<file path="src/rtl/mult32x32_req_adapter.sv">
`default_nettype none
// ---------------------------------------------------------------------------
// mult32x32_req_adapter : valid/ready front-end for the 32x32 multiplier core.
// Optional: define MULT_ZERO_BYPASS_EN to answer zero-operand requests without
// starting the core.                                  Revision: 1.0
// ---------------------------------------------------------------------------
module mult32x32_req_adapter #(
  parameter int CNT_W = 4
) (
  input  logic             clk,
  input  logic             reset,
  input  logic             in_valid,
  output logic             in_ready,
  input  logic [31:0]      in_a,
  input  logic [31:0]      in_b,
  output logic             mult_start,
  output logic [31:0]      mult_a,
  output logic [31:0]      mult_b,
  input  logic             mult_busy,
  input  logic [63:0]      mult_product,
  output logic             out_valid,
  input  logic             out_ready,
  output logic [63:0]      out_product,
  output logic [CNT_W-1:0] out_cycles
);

  localparam logic [1:0] IDLE   = 2'd0;
  localparam logic [1:0] LAUNCH = 2'd1;
  localparam logic [1:0] RUN    = 2'd2;
  localparam logic [1:0] RESP   = 2'd3;

  localparam logic [CNT_W-1:0] CNT_MAX = '1;

  logic [1:0]       state;
  logic [1:0]       state_next;
  logic [CNT_W-1:0] busy_cnt;
  logic             accept;
  logic             zero_req;

  assign accept = in_valid && (state == IDLE);

`ifdef MULT_ZERO_BYPASS_EN
  assign zero_req = (in_a == 32'd0) || (in_b == 32'd0);
`else
  assign zero_req = 1'b0;
`endif

  always_ff @(posedge clk or posedge reset) begin
    if (reset) begin
      state <= IDLE;
    end else begin
      state <= state_next;
    end
  end

  always_comb begin
    state_next = state;
    case (state)
      IDLE:    if (in_valid) state_next = zero_req ? RESP : LAUNCH;
      LAUNCH:  state_next = RUN;
      RUN:     if (!mult_busy) state_next = RESP;
      RESP:    if (out_ready) state_next = IDLE;
      default: state_next = IDLE;
    endcase
  end

  always_comb begin
    in_ready   = 1'b0;
    mult_start = 1'b0;
    out_valid  = 1'b0;
    case (state)
      IDLE:    in_ready   = 1'b1;
      LAUNCH:  mult_start = 1'b1;
      RESP:    out_valid  = 1'b1;
      default: ;
    endcase
  end

  // Operands are only written on acceptance so the core sees them stable
  // for the whole operation; results persist until the next capture.
  always_ff @(posedge clk or posedge reset) begin
    if (reset) begin
      mult_a      <= 32'd0;
      mult_b      <= 32'd0;
      busy_cnt    <= '0;
      out_product <= 64'd0;
      out_cycles  <= '0;
    end else begin
      if (accept) begin
        mult_a   <= in_a;
        mult_b   <= in_b;
        busy_cnt <= '0;
        if (zero_req) begin
          out_product <= 64'd0;
          out_cycles  <= '0;
        end
      end else if (state == RUN) begin
        if (mult_busy) begin
          if (busy_cnt != CNT_MAX) busy_cnt <= busy_cnt + 1'b1;
        end else begin
          out_product <= mult_product;
          out_cycles  <= busy_cnt;
        end
      end
    end
  end

endmodule
`default_nettype wire
</file>
<file path="config.mk">
export PLATFORM = sky130hd
export DESIGN_NAME = mult32x32_req_adapter
export DESIGN_NICKNAME = d
export VERILOG_FILES = /design/src/rtl/mult32x32_req_adapter.sv
export SDC_FILE = /design/constraint.sdc
export NUM_CORES = 1
export LEC_CHECK = 0
export BUFFER_PORTS_ARGS = -buffer_cell sky130_fd_sc_hd__buf_4
export CORE_MARGIN = 2
export CORE_UTILIZATION = 40
export DETAILED_ROUTE_END_ITERATION = 10
export GPL_TIMING_DRIVEN = 0
export HOLD_SLACK_MARGIN = 0.02
export PLACE_DENSITY = 0.86
export SLEW_MARGIN = 40
export SYNTH_ARGS = -nofsm -noshare
export SYNTH_HDL_FRONTEND = slang
export SYNTH_SLANG_ARGS = --single-unit
</file>
<file path="constraint.sdc">
create_clock -name clk -period 3.42 [get_ports clk]
set_input_delay 0 -clock clk [delete_from_list [all_inputs] [get_ports clk]]
set_output_delay 0 -clock clk [all_outputs]
set_load 0.01 [all_outputs]
</file>
==> qor.yml <==
ir_worst_vdd_uv: 531
final-hold-violation-count: 0
port_buffers: 267
postCtsSetupRepairBufs: 0
synth_cell_types: 24
gr-total-overflow: 0
slew-limit-headroom: 0.631
fin_crit_ps: 2310
required_ps: 3700
finalMaxSlewViolations: 0
syn_inst: 318
grt_pass1_vias: 5045
layoutNonFillerInstCount: 927
place_area_mm2: 0.00760
worstPathArrival_ps: 2590
fmax_mhz: 434
total_power_mw: 8.32
fin_nets: 877
area_growth_pct: 80.9
yosysWarningCount: 0
cts_made_buffers: 17
worstMarginPinSlew_ps: 552
syn-cell-area_mm2: 0.00527
grt_max_degree: 28
clkTransAtPathRegs_ps: 60
rsz0062_at_grt: "no"
grt_pass1_wl_um: 27100
clock_latency_ps: 410
die_h_um: 119
dp_hpwl_um: 10500
maxCapViolCount: 0
antenna_found_initial: 3
ioPinCount: 268
place.gp.congestion: 0.787
final_util: 0.749
yosysTopAreaCell: "dfrtp_1"
synthArstFlopShare: 1.00
avgSynthCellArea_um2: 16.6
wl_um: 17200
yosysMostFrequentCell: "dfrtp_1"
yosysSeqAreaShare: 0.656
hold_path_class: "primary input to flop"
post_drt_wl_per_cell_um: 18.5
dp_worst_setup_slack_ps: 1100
placedCellCount: 762
synth.net_count: 456
crit_fanout: 10
synth_commonest_cells: "dfrtp_1 (138), mux2_2 (113), mux2_1 (20)"
start_kind: "flop"
drive_above_1_share: 0.576
synthFlopType: "dfrtp_1"
grt_usage: 0.250
status: "finished, final reports clean"
routed_via_density: 4.71
rows: 41
dr.pass1.iters: 4
synth_edf_count: 0
leakage_nw: 4.52
htreeDepth: 4
ys_seq_elements: 138
antenna_left: 0
fin_skew_ps: 12.8
fp.dieW_um: 119
cts_tree: "done"
cts_root_buffer: "clkbuf_16"
cts_hold_buf: 130
vias: 4370
end_kind: "flop"
cts.path.max_buffers: 2
timing.final.ws_setup_ps: 1110
core-area_mm2: 0.0127
power_density_mw_per_mm2: 873
start_util: 0.414
clock-sinks: 138
initialDrtViolationCount: 185
cts_resized: 0
worstSetupPathType: "flop to flop"
die-area_mm2: 0.0141
hold_slack_ps: 52.0
design_area_mm2: 0.00953
synthTopCellsByArea: "dfrtp_1 (66%), mux2_2 (24%), mux2_1 (4.3%), ha_1 (1.2%), buf_2 (1.1%)"
tns_ps: 0
fin_crit_sh: 0.674
drc_errors: 0
synth_top_area_frac: 0.656
num-fill-cells: 747
final-setup-viol-count: 0
## placed cells by master, fill, tap and decap left out, drive strengths merged
| cell | count |
|---|---|
| a21oi | 3 |
| and2 | 2 |
| and3 | 1 |
| and4 | 1 |
| buf | 287 |
| bufinv | 3 |
| clkbuf | 21 |
| clkinv | 5 |
| clkinvlp | 3 |
| dfrtp | 138 |
| diode | 3 |
| dlygate4sd3 | 130 |
| ha | 5 |
| inv | 6 |
| mux2 | 133 |
| mux2i | 1 |
| nand2 | 1 |
| nand3 | 1 |
| nand3b | 1 |
| nor2 | 1 |
| nor3 | 2 |
| nor3b | 1 |
| nor4 | 1 |
| o21a | 1 |
| o21ai | 2 |
| o221ai | 1 |
| or3 | 1 |
## power by group
part | total [mW] | switching (mW) | internal [mW] | leakage (nW)
registers | 2.97 | 0.508 | 2.46 | 1.65
logic | 3.45 | 1.43 | 2.01 | 2.58
clock network | 1.90 | 0.696 | 1.20 | 0.299
total | 8.32 | 2.64 | 5.68 | 4.52
## critical path: stages (launching register included)
cell and delay, ps:
dfrtp_1 370, inv_1 90, ha_1 240, and2_1 160, buf_2 160, nor3b_4 340
buf_4 270, buf_6 180, mux2_1 360
## registers in the layout (all words and copies together), names as in the netlist
register,flops
busy_cnt,4
mult_a,32
mult_b,32
out_cycles,4
out_product,64
state,2
## path summary, 6_finish.rpt
path / start / endpoint / slack [ps] / depth (start not counted)
setup / recovery: state[0]$_DFFE_PP0P_ / out_product[41]$_DFFE_PP0P_ / 1110 / 8
max in group asynchronous: reset / mult_b[14]$_DFFE_PP0P_ / 2290 / 6
min in group asynchronous: reset / out_product[6]$_DFFE_PP0P_ / 210 / 3
setup reg to reg: state[0]$_DFFE_PP0P_ / out_product[41]$_DFFE_PP0P_ / 1110 / 8
hold / removal: in_valid / state[0]$_DFFE_PP0P_ / 50 / 3
hold reg to reg: out_product[32]$_DFFE_PP0P_ / out_product[32]$_DFFE_PP0P_ / 490 / 1
## cell type report
| class | count | area, µm² | area share |
|---|---|---|---|
| sequential | 138 | 3450 | 0.362 |
| timing repair buffer | 402 | 3420 | 0.359 |
| multi-input combinational | 159 | 1700 | 0.178 |
| clock buffer | 21 | 470 | 0.0494 |
| tap | 172 | 215 | 0.0226 |
| clock inverter | 11 | 143 | 0.0150 |
| buffer | 15 | 90.1 | 0.00946 |
| inverter | 6 | 26.3 | 0.00276 |
| antenna | 3 | 7.51 | 0.000788 |
## routing by layer
layer | vias to the layer above | track usage | routed length, µm
li1 | 1972 | - | -
met1 | 2157 | 0.262 | 6120
met2 | 193 | 0.455 | 9490
met3 | 48 | 0.0705 | 922
met4 | 0 | 0.121 | 660
met5 | - | 0 | 0
## logic make-up after synthesis
family                     count (synthesis)  share of synthesized area
adders and majority gates                  5                     0.0119
and+or+nand+nor                           13                     0.0169
muxes                                    134                      0.286
AOI/OAI and AO/OA                          7                    0.00784
DFF                                      138                      0.656
buffers and inverters                     21                     0.0214
Power figures use the tool's default switching activity.
